**src/rtl/genius_pkg.sv**
```systemverilog
// Shared sprite-memory definitions: channel indices, sprite ROM word counts
// and the colour key used to mark transparent pixels.
package genius_pkg;

  typedef enum logic [2:0] {
    BACKGROUND  = 3'd0,
    CURSOR      = 3'd1,
    BTN_GREEN   = 3'd2,
    BTN_RED     = 3'd3,
    BTN_YELLOW  = 3'd4,
    BTN_BLUE    = 3'd5,
    WIN_SCREEN  = 3'd6,
    LOSE_SCREEN = 3'd7
  } sprite_ch_e;

  localparam int unsigned SPRITE_N_CH = 8;

  // Slice i (ADDR_W=16 bits each, LSB first) holds the word count of channel i
  localparam logic [SPRITE_N_CH*16-1:0] SPRITE_CH_DEPTH = {
    16'd24120, 16'd20880, 16'd14028, 16'd14028,
    16'd14112, 16'd14196, 16'd231,   16'd64800
  };

  localparam logic [15:0] SPRITE_KEY_PX = 16'hF81F;

endpackage

```
**src/rtl/sprite_rom_router_tag_pipe.sv**
```systemverilog
// Valid/data shift register that carries request tags alongside ROM latency;
// flush clears every valid bit but leaves the data words untouched.
module tag_pipe #(
  parameter int unsigned W     = 4,
  parameter int unsigned DEPTH = 2
) (
  input  logic         clk,
  input  logic         rst_n,
  input  logic         flush,
  input  logic         in_valid,
  input  logic [W-1:0] in_data,
  output logic         out_valid,
  output logic [W-1:0] out_data,
  output logic         any_valid
);

  logic [DEPTH-1:0]        valid_q, valid_d;
  logic [DEPTH-1:0][W-1:0] data_q, data_d;

  always_comb begin
    valid_d   = '0;
    data_d    = data_q;
    data_d[0] = in_data;
    for (int unsigned i = 1; i < DEPTH; i++) begin
      data_d[i] = data_q[i-1];
    end
    if (!flush) begin
      valid_d[0] = in_valid;
      for (int unsigned i = 1; i < DEPTH; i++) begin
        valid_d[i] = valid_q[i-1];
      end
    end
  end

  always_ff @(posedge clk) begin
    if (!rst_n) begin
      valid_q <= '0;
      data_q  <= '0;
    end else begin
      valid_q <= valid_d;
      data_q  <= data_d;
    end
  end

  assign out_valid = valid_q[DEPTH-1];
  assign out_data  = data_q[DEPTH-1];
  assign any_valid = |valid_q;

endmodule

```
**src/rtl/sprite_rom_router.sv**
```systemverilog
// Routes one pixel read per cycle to one of N_CH sprite ROMs through per-channel
// read enables and returns the pixel tagged with its channel and range status.
module sprite_rom_router
  import genius_pkg::*;
#(
  parameter int unsigned             N_CH       = 8,
  parameter int unsigned             SEL_W      = 3,
  parameter int unsigned             ADDR_W     = 16,
  parameter int unsigned             PX_W       = 16,
  parameter int unsigned             ROM_LAT    = 1,
  parameter logic [N_CH*ADDR_W-1:0]  CH_DEPTH   = {N_CH{ {ADDR_W{1'b1}} }},
  parameter logic [PX_W-1:0]         DEFAULT_PX = '0,
  parameter logic [PX_W-1:0]         KEY_PX     = PX_W'(SPRITE_KEY_PX)
) (
  input  logic                 CLK,
  input  logic                 RST_N,
  input  logic                 IN_REQ,
  input  logic [SEL_W-1:0]     IN_SEL,
  input  logic [ADDR_W-1:0]    IN_ADDR,
  input  logic                 FLUSH,
  output logic [N_CH-1:0]      ROM_RDEN,
  output logic [ADDR_W-1:0]    ROM_ADDR,
  input  logic [N_CH*PX_W-1:0] ROM_DATA,
  output logic                 OUT_VALID,
  output logic [PX_W-1:0]      OUT_PX,
  output logic [SEL_W-1:0]     OUT_SEL,
  output logic                 OUT_OOR,
  output logic                 OUT_OPAQUE,
  output logic                 BUSY
);

  localparam int unsigned TAG_W = SEL_W + 1;

  logic              accept;
  logic              in_range;
  logic [ADDR_W-1:0] ch_depth;
  logic [N_CH-1:0]   rom_rden_d, rom_rden_q;
  logic [ADDR_W-1:0] rom_addr_d, rom_addr_q;

  logic              tag_valid;
  logic [TAG_W-1:0]  tag_data;
  logic [SEL_W-1:0]  tag_sel;
  logic              tag_oor;
  logic [PX_W-1:0]   rom_px;

  logic              out_valid_d, out_valid_q;
  logic [PX_W-1:0]   out_px_d, out_px_q;
  logic [SEL_W-1:0]  out_sel_d, out_sel_q;
  logic              out_oor_d, out_oor_q;

  // Depth lookup by loop so selector codes >= N_CH never index past CH_DEPTH
  always_comb begin
    accept   = IN_REQ & ~FLUSH;
    ch_depth = '0;
    for (int unsigned i = 0; i < N_CH; i++) begin
      if (32'(IN_SEL) == i) ch_depth = CH_DEPTH[i*ADDR_W +: ADDR_W];
    end
    in_range   = (32'(IN_SEL) < N_CH) && (IN_ADDR < ch_depth);
    rom_rden_d = '0;
    for (int unsigned i = 0; i < N_CH; i++) begin
      rom_rden_d[i] = accept & in_range & (32'(IN_SEL) == i);
    end
    rom_addr_d = (accept && in_range) ? IN_ADDR : rom_addr_q;
  end

  tag_pipe #(
    .W     (TAG_W),
    .DEPTH (ROM_LAT + 1)
  ) u_tag_pipe (
    .clk       (CLK),
    .rst_n     (RST_N),
    .flush     (FLUSH),
    .in_valid  (accept),
    .in_data   ({IN_SEL, ~in_range}),
    .out_valid (tag_valid),
    .out_data  (tag_data),
    .any_valid (BUSY)
  );

  assign tag_sel = tag_data[TAG_W-1:1];
  assign tag_oor = tag_data[0];

  always_comb begin
    rom_px = '0;
    for (int unsigned i = 0; i < N_CH; i++) begin
      if (32'(tag_sel) == i) rom_px = ROM_DATA[i*PX_W +: PX_W];
    end
    out_valid_d = tag_valid & ~FLUSH;
    out_px_d    = out_px_q;
    out_sel_d   = out_sel_q;
    out_oor_d   = out_oor_q;
    if (out_valid_d) begin
      out_px_d  = tag_oor ? DEFAULT_PX : rom_px;
      out_sel_d = tag_sel;
      out_oor_d = tag_oor;
    end
  end

  always_ff @(posedge CLK) begin
    if (!RST_N) begin
      rom_rden_q  <= '0;
      rom_addr_q  <= '0;
      out_valid_q <= 1'b0;
      out_px_q    <= '0;
      out_sel_q   <= '0;
      out_oor_q   <= 1'b0;
    end else begin
      rom_rden_q  <= rom_rden_d;
      rom_addr_q  <= rom_addr_d;
      out_valid_q <= out_valid_d;
      out_px_q    <= out_px_d;
      out_sel_q   <= out_sel_d;
      out_oor_q   <= out_oor_d;
    end
  end

  assign ROM_RDEN   = rom_rden_q;
  assign ROM_ADDR   = rom_addr_q;
  assign OUT_VALID  = out_valid_q;
  assign OUT_PX     = out_px_q;
  assign OUT_SEL    = out_sel_q;
  assign OUT_OOR    = out_oor_q;
  assign OUT_OPAQUE = out_valid_q & ~out_oor_q & (out_px_q != KEY_PX);

endmodule

```
**config.mk**
```make
export PLATFORM = sky130hd
export DESIGN_NAME = sprite_rom_router
export DESIGN_NICKNAME = d
export VERILOG_FILES = /design/src/rtl/genius_pkg.sv /design/src/rtl/sprite_rom_router_tag_pipe.sv /design/src/rtl/sprite_rom_router.sv
export SDC_FILE = /design/constraint.sdc
export NUM_CORES = 1
export LEC_CHECK = 0
export BUFFER_PORTS_ARGS = -buffer_cell sky130_fd_sc_hd__buf_4
export CORE_ASPECT_RATIO = 0.7
export CORE_MARGIN = 2
export CORE_UTILIZATION = 40
export CTS_CLUSTER_SIZE = 24
export DETAILED_ROUTE_END_ITERATION = 8
export GPL_ROUTABILITY_DRIVEN = 1
export PLACE_DENSITY = 0.75
export REMOVE_ABC_BUFFERS = 1
export SKIP_CTS_REPAIR_TIMING = 1
export SLEW_MARGIN = 10
export SYNTH_ARGS = -nofsm -noshare
export SYNTH_HDL_FRONTEND = slang
export SYNTH_SLANG_ARGS = --single-unit
```
**constraint.sdc**
```tcl
create_clock -name CLK -period 2.1 [get_ports CLK]
set_input_delay 0.105 -clock CLK [delete_from_list [all_inputs] [get_ports CLK]]
set_output_delay 0.105 -clock CLK [all_outputs]
set_load 0.005 [all_outputs]
```
==> impl_results.rst, run 1 <==
.. list-table::
   :header-rows: 1

   * - Metric
     - Value
   * - Routed wire length
     - 11.0 mm
   * - Number of antenna violations at the first check in global routing
     - 0
   * - Register area
     - 1100 sq um
   * - Share of cells above drive strength 1
     - 38.3%
   * - Final Wtd Congestion
     - 0.810
   * - Crit end category
     - primary output
   * - Result of the run
     - finished, final reports clean
   * - Top layer used by detailed routing
     - met4
   * - Worst-case reg-to-reg path depth
     - 5
   * - Count of buffer and inverter cells on the critical path
     - 1
   * - Num Clock Sinks
     - 55
   * - DR vias
     - 3612
   * - Number of routed nets with antenna violations
     - 0
   * - Ordered cell list for the critical path
     - or4b_2, nor4_1, nor3b_1, buf_4
   * - Die Width
     - 113 um
   * - Setup repair after global routing missed its margin
     - no
   * - Total routed wire length on the met1 layer
     - 4.78 mm
   * - Global route overflow
     - 0
   * - Area fraction of the dominant cell type after synthesis
     - 33.3%
   * - Post-synthesis cell area
     - 3310 sq um
   * - Hold Crit Depth
     - 3
   * - Antenna diode count
     - 0
   * - Die area
     - 9030 sq um
   * - Crit path arrival time
     - 1860 ps
   * - Routed wirelength normalized by instance count
     - 15.8 um
   * - Height of the die
     - 80.1 um
   * - Total count of max-transition violations in the final report
     - 0
   * - Final hold violations
     - 0
   * - Warnings, synthesis
     - 0
   * - Max FO, Critical Path
     - 3
   * - Setup-violating endpoint count in the final report
     - 0
   * - Area used by multi-input combinational logic
     - 1980 sq um
   * - Worst Skew
     - 4.65 ps
   * - Fillers
     - 700
   * - Simple-gate portion of the synthesized area
     - 22.1%
   * - Synthesized flop and latch total
     - 55
   * - TritonCTS clock tree
     - done
   * - Area Overhead vs Synth
     - 52.2%
   * - Maximum number of pins on one net before global-route repair
     - 51
   * - Power density relative to cell area
     - 513 nW/um^2
   * - Effective utilization at floorplan
     - 41.7%
   * - Sequential element share of the synthesized area
     - 33.3%
   * - Wire length on met3
     - 690 um
   * - Reg clk slew, reported paths
     - 70 ps
   * - Core Footprint
     - 7940 sq um
   * - Post-route core utilization
     - 63.4%
   * - I/O Buffers
     - 197
   * - Post-synthesis async set-or-reset flop share
     - 0%
   * - Final worst path period need
     - 1960 ps
   * - DRC violation total after the first TritonRoute iteration
     - 226
   * - Critical path's largest stage delay
     - 670 ps
   * - Area contributors post-synth
     - sky130_fd_sc_hd__dfxtp_1, sky130_fd_sc_hd__mux2i_1, sky130_fd_sc_hd__nand2_1
   * - Required time of the critical path
     - 2000 ps
   * - Post-detailed-placement half-perimeter wirelength
     - 8.49 mm
   * - Total track usage
     - 22.7%
   * - Syn avg cell area
     - 8.13 sq um
   * - Leakage Power
     - 2.33 nW
   * - Transition time at the pin with the least slew margin
     - 1220 ps
   * - H-tree depth reported by CTS
     - 2
   * - Kind of path behind the tightest hold check
     - in2reg
   * - Inserted Clock Buffers
     - 5
   * - Synthesized-area fraction occupied by ao, oa, aoi and oai cells
     - 19.6%
   * - Post-Synth Adder-Cell Area
     - 2.27%
   * - Fmax achieved
     - 509 MHz
   * - CP Class
     - reg2out
   * - Count of different cell masters after synthesis
     - 47
   * - Post-Synth XOR/XNOR Area
     - 0%
   * - FP Rows
     - 27
   * - Share of the clock period used by the worst path
     - 93.5%
   * - Share of synthesized area spent on multiplexers
     - 15.0%
   * - Dominant cell type by area after synthesis
     - sky130_fd_sc_hd__dfxtp_1
   * - Delay-heaviest family, CP
     - simple AND/OR/NAND/NOR gates
   * - First-pass GRT wire length
     - 16.3 mm
   * - Worst-skew pair later-pin latency
     - 290 ps
   * - Number of top-level pins
     - 198
   * - Count of cell instances traversed by the critical path
     - 4
   * - Routed length on met2
     - 5.37 mm
   * - Total DRC errors in the routed layout
     - 0
   * - Peak supply drop
     - 0.000386 V
   * - Slew headroom
     - 18.5%
   * - Final non-filler cell total
     - 696
   * - Predominant post-synthesis flop cell
     - sky130_fd_sc_hd__dfxtp_1
   * - Max-cap violation count
     - 0
   * - Number of detailed-route iterations in the first pass
     - 5
   * - Post-synth EDFFs
     - 0
   * - Startpoint Class
     - flip-flop
   * - Vias in the first global route
     - 3249
   * - Clock tree root buffer cell
     - sky130_fd_sc_hd__clkbuf_16
   * - Critical path's slowest cell
     - sky130_fd_sc_hd__or4b_2
   * - Nets
     - 751
   * - Total placed cells including tap cells
     - 687
   * - Gate count of the mapped netlist
     - 407
   * - Via density
     - 5.19
   * - Largest family of logic cells by synthesized area
     - simple AND/OR/NAND/NOR gates
   * - Maximum clock insertion buffer count
     - 2
synthesized netlist by cell type, drive strengths merged (4+ instances only):
| master | count |
|---|---|
| nand2 | 56 |
| dfxtp | 55 |
| mux2i | 44 |
| a21oi | 38 |
| nor2 | 24 |
| buf | 22 |
| inv | 20 |
| o21ai | 19 |
| nor3 | 16 |
| a311oi | 15 |
| a2bb2oi | 13 |
| or3 | 13 |
| clkbuf | 10 |
| and2 | 6 |
| ha | 6 |
| mux2 | 5 |
| and3 | 4 |
| nand4 | 4 |
tightest hold or removal path, cell delays in order:
cell and delay (ps):
sky130_fd_sc_hd__buf_4 100, sky130_fd_sc_hd__nand2_1 60, sky130_fd_sc_hd__inv_1 50
worst paths after layout:
check                                             from  slack (ps)                      to
worst max-delay path                         OUT_PX[7]         140              OUT_OPAQUE
worst min-delay path                         IN_SEL[0]          50    u_tag_pipe.data_d[5]
worst max register to register  u_tag_pipe.out_data[1]         150               OUT_PX[9]
worst min register to register    u_tag_pipe.data_d[6]         440  u_tag_pipe.out_data[2]
sequential cells by signal (all words and copies together) (netlist names):
name	cells
OUT_OOR	1
OUT_PX	16
OUT_SEL	3
OUT_VALID	1
ROM_ADDR	16
ROM_RDEN	8
u_tag_pipe.data_d	4
u_tag_pipe.out_data	4
u_tag_pipe.valid_q	2
routing by layer:
metal | track usage, % | up-vias
met1 | 30.4 | 1662
met3 | 4.83 | 10
li1 | - | 1821
met4 | 5.00 | 0
met2 | 37.9 | 119
met5 | 0 | -
cells by family (layout without fill, tap and decap cells):
family,count (synthesis),count (layout)
muxes,49,49
and+or+nand+nor,145,145
buffers and inverters,52,235
DFF,55,55
other,1,6
AOI/OAI and AO/OA,99,99
adders and majority gates,6,6
cells in the final DEF (no fill, tap or decap), types with 5 or more instances in the layout:
cell type                   count
sky130_fd_sc_hd__buf_4        204
sky130_fd_sc_hd__nand2_1       56
sky130_fd_sc_hd__dfxtp_1       54
sky130_fd_sc_hd__mux2i_1       44
sky130_fd_sc_hd__a21oi_1       38
sky130_fd_sc_hd__nor2_1        23
sky130_fd_sc_hd__inv_1         19
sky130_fd_sc_hd__o21ai_0       19
sky130_fd_sc_hd__nor3_1        16
sky130_fd_sc_hd__a311oi_1      15
sky130_fd_sc_hd__a2bb2oi_1     13
sky130_fd_sc_hd__or3_1         13
sky130_fd_sc_hd__and2_1         6
sky130_fd_sc_hd__ha_1           6
sky130_fd_sc_hd__conb_1         6
sky130_fd_sc_hd__mux2_2         5
sky130_fd_sc_hd__clkbuf_16      5
report_power, final:
part           total, W  switching (W)  internal, W
clock          0.000962       0.000369     0.000593
sequential      0.00108      0.0000145      0.00107
combinational  0.000538       0.000222     0.000317
total           0.00258       0.000605      0.00198
through the flow:
stage | setup TNS, ps | instance area [sq um] | total power, W | worst slack [ps] | hold WS, ps
floorplan | -8270 | 3150 | 0.00131 | -673 | 181
CTS | 0 | 5030 | 0.00260 | 121 | -6.42
finish | 0 | 5040 | 0.00258 | 137 | 50.5
detailed placement | 0 | 4850 | 0.00164 | 214 | 304
global placement | 0 | 4850 | 0.00163 | 261 | 298
global route | 0 | 5040 | 0.00269 | 25.5 | 51.1
final cells by class:
cell class,instances,share of cell area [%]
Multi-Input combinational cell,305,39.3
Clock inverter,2,0.696
Tap cell,101,2.51
Inverter,20,1.49
Timing Repair Buffer,207,31.4
Sequential cell,55,21.9
Clock buffer,6,2.76
Note: power is estimated with default switching activity, not from simulation.
==> run 2, diff against run 1 <==
- SETUP_SLACK_MARGIN: unset -> 0.3
==> impl_results.rst, run 2 (synthesis gave the netlist of run 1 again) <==
.. list-table::
   :header-rows: 1

   * - Metric
     - Value
   * - Crit path arrival time
     - 1880 ps (was 1860 ps)
   * - Commonest non-fill, non-tap cell in the layout
     - sky130_fd_sc_hd__buf_4 (unchanged)
   * - Height of the die
     - 80.1 um (unchanged)
   * - Launch point of the worst hold path
     - IN_SEL[0] (unchanged)
   * - Total track usage
     - 22.7% (unchanged)
   * - Total DRC errors in the routed layout
     - 0 (unchanged)
   * - Result of the run
     - finished, final reports clean (unchanged)
   * - Core Footprint
     - 7940 sq um (unchanged)
   * - Worst-skew pair later-pin latency
     - 290 ps (about the same)
   * - Transition time at the pin with the least slew margin
     - 675 ps (was 1220 ps)
   * - Hold Crit Depth
     - 3 (unchanged)
   * - Setup-violating endpoint count in the final report
     - 0 (unchanged)
   * - CP Class
     - reg2reg (was reg2out)
   * - Worst-case reg-to-reg path depth
     - 5 (unchanged)
   * - Kind of path behind the tightest hold check
     - in2reg (unchanged)
   * - Post-route core utilization
     - 64.4% (was 63.4%)
   * - Effective utilization at floorplan
     - 41.7% (unchanged)
   * - Clock tree root buffer cell
     - sky130_fd_sc_hd__clkbuf_16 (unchanged)
   * - DRC violation total after the first TritonRoute iteration
     - 188 (was 226)
   * - Setup repair after global routing missed its margin
     - no (unchanged)
   * - Inserted Clock Buffers
     - 5 (unchanged)
   * - Startpoint of the worst-slack reg-to-reg timing path
     - u_tag_pipe.out_data[1] (unchanged)
   * - Leakage Power
     - 2.35 nW (was 2.33 nW)
   * - Tot Pwr
     - 0.00259 W (was 0.00258 W)
   * - Startpoint Class
     - flip-flop (unchanged)
   * - Post-detailed-placement half-perimeter wirelength
     - 8.49 mm (unchanged)
   * - Leading cell types in the layout, fill and taps excluded
     - sky130_fd_sc_hd__buf_4, sky130_fd_sc_hd__nand2_1, sky130_fd_sc_hd__dfxtp_1 (unchanged)
   * - Routed wirelength normalized by instance count
     - 15.7 um (was 15.8 um)
   * - Total cell area at the placement stage
     - 4850 sq um (unchanged)
   * - Reg clk slew, reported paths
     - 70 ps (about the same)
   * - Final worst path period need
     - 1700 ps (was 1960 ps)
   * - Die Width
     - 113 um (unchanged)
   * - H-tree depth reported by CTS
     - 2 (unchanged)
   * - Final instance area
     - 5110 sq um (was 5040 sq um)
   * - Max-cap violation count
     - 0 (unchanged)
   * - I/O Buffers
     - 197 (unchanged)
   * - Nets
     - 754 (was 751)
   * - Final non-filler cell total
     - 699 (was 696)
   * - Maximum clock insertion buffer count
     - 2 (unchanged)
   * - Maximum number of pins on one net before global-route repair
     - 51 (unchanged)
   * - Total count of max-transition violations in the final report
     - 0 (unchanged)
   * - Via density
     - 5.16 (was 5.19)
   * - Setup TNS
     - 0 ps (unchanged)
   * - Global route overflow
     - 0 (unchanged)
   * - Number of routed nets with antenna violations
     - 0 (unchanged)
   * - Required time of the critical path
     - 2280 ps (was 2000 ps)
   * - Num Clock Sinks
     - 55 (unchanged)
   * - Final Wtd Congestion
     - 0.810 (unchanged)
   * - DR vias
     - 3606 (was 3612)
   * - Share of the clock period used by the worst path
     - 80.9% (was 93.5%)
   * - Routed wire length
     - 11.0 mm (about the same)
   * - Power density relative to cell area
     - 507 nW/um^2 (was 513 nW/um^2)
   * - Worst setup path startpoint
     - u_tag_pipe.out_data[1] (was OUT_PX[7])
   * - Antenna diode count
     - 0 (unchanged)
   * - Crit end category
     - flip-flop (was primary output)
   * - Worst Skew
     - 4.23 ps (was 4.65 ps)
   * - Vias in the first global route
     - 3249 (unchanged)
   * - Share of cells above drive strength 1
     - 39.6% (was 38.3%)
   * - Fmax achieved
     - 589 MHz (was 509 MHz)
   * - Number of antenna violations at the first check in global routing
     - 0 (unchanged)
   * - FP Rows
     - 27 (unchanged)
   * - Die area
     - 9030 sq um (unchanged)
   * - Slew headroom
     - 54.9% (was 18.5%)
   * - TritonCTS clock tree
     - done (unchanged)
   * - Max FO, Critical Path
     - 50 (was 3)
   * - Peak supply drop
     - 0.000386 V (about the same)
   * - Total placed cells including tap cells
     - 687 (unchanged)
   * - Final hold violations
     - 0 (unchanged)
   * - Number of detailed-route iterations in the first pass
     - 5 (unchanged)
   * - Area Overhead vs Synth
     - 54.6% (was 52.2%)
   * - Number of top-level pins
     - 198 (unchanged)
   * - First-pass GRT wire length
     - 16.3 mm (unchanged)
## run 2: cell count changes in the layout (fill, tap and decap cells not counted), sizes merged
cell	delta
buf	+3
## run 2: where the power goes
group	internal [W]	switching (W)
combinational	0.000322	0.000223
clock	0.000593	0.000367
sequential	0.00107	0.0000154
total	0.00199	0.000606
## run 2: metrics by stage
step	worst slack, ps	hold WS [ps]
floorplan	-673	181
global placement	261	298
detailed placement	214	304
finish	401	50.7
CTS	121	-6.42
global route	305	51.1
## run 2: critical path: stages, from the launching register on
cell and delay [ps]:
sky130_fd_sc_hd__dfxtp_2 360, sky130_fd_sc_hd__buf_12 250, sky130_fd_sc_hd__mux2_2 380, sky130_fd_sc_hd__a221o_1 370, sky130_fd_sc_hd__o211ai_1 100, sky130_fd_sc_hd__a21oi_1 90
## run 2: routing by layer
metal / global-route usage, % / vias to the layer above / routed length, um
li1: - / 1833 / -
met1: 30.4 / 1647 / 4740
met2: 37.9 / 116 / 5440
met3: 4.83 / 10 / 684
met4: 5.00 / 0 / 126
met5: 0 / - / 0
## run 2: layout make-up
cell class / count / area [sq um]
Inverter: 20 / 75.1
Tap cell: 101 / 126
Timing Repair Buffer: 210 / 1630
Sequential cell: 55 / 1110
Fill cell: 694 / 2830
Clock inverter: 2 / 35.0
Multi-Input combinational cell: 305 / 2000
Clock buffer: 6 / 139
## run 2: worst paths after layout
| kind | to | slack (ps) |
|---|---|---|
| worst max-delay path | OUT_PX[14] | 400 |
| worst min-delay path | u_tag_pipe.data_d[5] | 50 |
| worst max register to register | OUT_PX[14] | 400 |
| worst min register to register | u_tag_pipe.out_data[2] | 440 |
==> run 3, diff against run 2 <==
- clock period: 2.1 -> 1.7 ns (I/O delays scaled with it)
==> impl_results.rst, run 3 (synthesis gave the netlist of run 1 again) <==
.. list-table::
   :header-rows: 1

   * - Metric
     - Value
   * - Routed wirelength normalized by instance count
     - 17.4 um (was 15.7 um)
   * - Final hold violations
     - 0 (unchanged)
   * - Result of the run
     - finished with violations (was finished, final reports clean)
   * - Commonest non-fill, non-tap cell in the layout
     - sky130_fd_sc_hd__buf_4 (unchanged)
   * - Register area
     - 1110 sq um (about the same)
   * - Max-cap violation count
     - 0 (unchanged)
   * - Final Wtd Congestion
     - 0.863 (was 0.810)
   * - Maximum clock insertion buffer count
     - 2 (unchanged)
   * - Die Width
     - 113 um (unchanged)
   * - Total DRC errors in the routed layout
     - 0 (unchanged)
   * - Area Overhead vs Synth
     - 65.4% (was 54.6%)
   * - Number of routed nets with antenna violations
     - 0 (unchanged)
   * - H-tree depth reported by CTS
     - 2 (unchanged)
   * - Max FO, Critical Path
     - 7 (was 50)
   * - DR vias
     - 3892 (was 3606)
   * - Area used by multi-input combinational logic
     - 2210 sq um (was 2000 sq um)
   * - Clock tree root buffer cell
     - sky130_fd_sc_hd__clkbuf_16 (unchanged)
   * - DRC violation total after the first TritonRoute iteration
     - 297 (was 188)
   * - Startpoint Class
     - flip-flop (unchanged)
   * - Setup-violating endpoint count in the final report
     - 1 (was 0)
   * - Inserted Clock Buffers
     - 5 (unchanged)
   * - Violations in the final reports
     - setup timing
   * - Worst-case reg-to-reg path depth
     - 7 (was 5)
   * - Number of antenna violations at the first check in global routing
     - 0 (unchanged)
   * - Hold Path Sink
     - ROM_ADDR[14] (was u_tag_pipe.data_d[5])
   * - First-pass GRT wire length
     - 17.5 mm (was 16.3 mm)
   * - Launch point of the worst hold path
     - IN_ADDR[15] (was IN_SEL[0])
   * - Maximum number of pins on one net before global-route repair
     - 40 (was 51)
   * - Tot Pwr
     - 0.00310 W (was 0.00259 W)
   * - Crit end category
     - flip-flop (unchanged)
   * - Nets
     - 769 (was 754)
   * - Routed wire length
     - 12.4 mm (was 11.0 mm)
   * - Core Footprint
     - 7940 sq um (unchanged)
   * - Effective utilization at floorplan
     - 41.7% (unchanged)
   * - Power density relative to cell area
     - 567 nW/um^2 (was 507 nW/um^2)
   * - Startpoint of the worst-slack reg-to-reg timing path
     - u_tag_pipe.out_data[2] (was u_tag_pipe.out_data[1])
   * - Ordered cell list for the critical path
     - buf_8, nor2b_4, clkbuf_16, a21oi_4, a2bb2oi_2, a311oi_1, or3_1 (was buf_12, mux2_2, a221o_1, o211ai_1, a21oi_1)
   * - I/O Buffers
     - 197 (unchanged)
   * - Via density
     - 5.45 (was 5.16)
   * - Global route overflow
     - 0 (unchanged)
   * - Reg2Reg Capture Point
     - OUT_PX[10] (was OUT_PX[14])
   * - Reg clk slew, reported paths
     - 70 ps (about the same)
   * - Wire length on met3
     - 1.01 mm (was 684 um)
   * - Routed length on met2
     - 6.10 mm (was 5.44 mm)
   * - Number of detailed-route iterations in the first pass
     - 5 (unchanged)
   * - Kind of path behind the tightest hold check
     - in2reg (unchanged)
   * - Num Clock Sinks
     - 55 (unchanged)
   * - Critical path's largest stage delay
     - 410 ps (was 380 ps)
   * - Number of top-level pins
     - 198 (unchanged)
   * - Final worst path period need
     - 1740 ps (was 1700 ps)
   * - Worst Skew
     - 2.87 ps (was 4.23 ps)
   * - TritonCTS clock tree
     - done (unchanged)
   * - FP Rows
     - 27 (unchanged)
   * - R2R Setup Slk
     - -40 ps (was 400 ps)
   * - Transition time at the pin with the least slew margin
     - 743 ps (was 675 ps)
   * - Count of buffer and inverter cells on the critical path
     - 2 (was 1)
   * - Share of cells above drive strength 1
     - 45.7% (was 39.6%)
   * - Worst-skew pair later-pin latency
     - 290 ps (about the same)
   * - Antenna diode count
     - 0 (unchanged)
   * - Total count of max-transition violations in the final report
     - 0 (unchanged)
   * - Die area
     - 9030 sq um (unchanged)
   * - Slew headroom
     - 50.4% (was 54.9%)
   * - Peak supply drop
     - 0.000386 V (about the same)
   * - Worst setup path startpoint
     - u_tag_pipe.out_data[2] (was u_tag_pipe.out_data[1])
   * - Height of the die
     - 80.1 um (unchanged)
   * - Total track usage
     - 23.9% (was 22.7%)
   * - Fillers
     - 623 (was 694)
   * - Crit path arrival time
     - 1980 ps (was 1880 ps)
   * - Delay-heaviest family, CP
     - compound AO/OA/AOI/OAI gates (unchanged)
   * - Worst Slack Setup Final
     - -44.9 ps (was 401 ps)
   * - Top layer used by detailed routing
     - met4 (unchanged)
   * - Total routed wire length on the met1 layer
     - 5.04 mm (was 4.74 mm)
   * - Required time of the critical path
     - 1940 ps (was 2280 ps)
   * - Post-route core utilization
     - 68.9% (was 64.4%)
   * - CP Class
     - reg2reg (unchanged)
   * - Setup repair after global routing missed its margin
     - yes (was no)
   * - Leading cell types in the layout, fill and taps excluded
     - sky130_fd_sc_hd__buf_4, sky130_fd_sc_hd__nand2_1, sky130_fd_sc_hd__dfxtp_1 (unchanged)
   * - Fmax achieved
     - 573 MHz (was 589 MHz)
   * - Post-detailed-placement half-perimeter wirelength
     - 8.95 mm (was 8.49 mm)
   * - Critical path's slowest cell
     - sky130_fd_sc_hd__dfxtp_4 (was sky130_fd_sc_hd__mux2_2)
   * - Hold Crit Depth
     - 2 (was 3)
   * - Leakage Power
     - 2.49 nW (was 2.35 nW)
   * - Share of the clock period used by the worst path
     - 103% (was 80.9%)
   * - Vias in the first global route
     - 3655 (was 3249)
==> run 3: changes by cell type in the layout (fill, tap and decap cells not counted), moves of 2 or more <==
cell / before / now
sky130_fd_sc_hd__a21oi_1: 38 / 25
sky130_fd_sc_hd__a311oi_2: 0 / 2
sky130_fd_sc_hd__a21oi_2: 0 / 8
sky130_fd_sc_hd__clkbuf_16: 5 / 7
sky130_fd_sc_hd__clkbuf_1: 0 / 2
sky130_fd_sc_hd__buf_6: 1 / 4
sky130_fd_sc_hd__a21oi_4: 0 / 5
sky130_fd_sc_hd__dfxtp_4: 0 / 2
sky130_fd_sc_hd__a2bb2oi_1: 13 / 1
sky130_fd_sc_hd__buf_4: 204 / 211
sky130_fd_sc_hd__a2bb2oi_2: 0 / 12
sky130_fd_sc_hd__a311oi_1: 15 / 13
==> run 3: per-layer routing <==
| layer | GRT usage (%) | vias up |
|---|---|---|
| met4 | 8.05 | 0 |
| met1 | 31.1 | 1811 |
| met2 | 40.7 | 190 |
| met5 | 0 | - |
| met3 | 3.55 | 26 |
| li1 | - | 1865 |
==> run 3: layout make-up <==
type / count / area share (%)
clock inverter: 1 / 0.0915
multi-input combinational: 306 / 40.5
timing repair buffer: 224 / 33.0
inverter: 20 / 1.37
sequential: 55 / 20.3
clock buffer: 7 / 2.42
tap: 101 / 2.31
==> run 3: worst register-to-register path, delay by kind of cell (launching register included) <==
family	cells	cell delay, ps
AO/OA/AOI/OAI	3	550
flip-flops	1	410
AND/OR/NAND/NOR	2	390
buffers and inverters	2	350
==> run 3: per-stage QoR <==
stage / instance area, sq um / hold slack (ps) / setup slack, ps / cells / TNS [ps]
after CTS: 5030 / -18.5 / -267 / 700 / -1520
after floorplan: 3150 / 161 / -1070 / 380 / -14670
after detailed placement: 4890 / 287 / -100 / 692 / -1020
after global placement: 4890 / 280 / -27.6 / 692 / -27.6
final: 5470 / 40.7 / -44.9 / 714 / -44.9
after global routing: 5470 / 55.9 / -115 / 714 / -177
==> run 3: how the worst max path moves through the flow <==
stage                      end  slack (ps)  cells past startpoint
floorplan            OUT_PX[9]       -1070                      5
global placement     OUT_PX[9]         -30                      5
detailed placement   OUT_PX[9]        -100                      4
CTS                 OUT_OPAQUE        -270                      4
global route        OUT_PX[10]        -110                      7
finish              OUT_PX[10]         -40                      7
==> run 3: power breakdown <==
group | internal, W | switching, W
combinational | 0.000443 | 0.000322
sequential | 0.00132 | 0.0000210
clock | 0.000546 | 0.000450
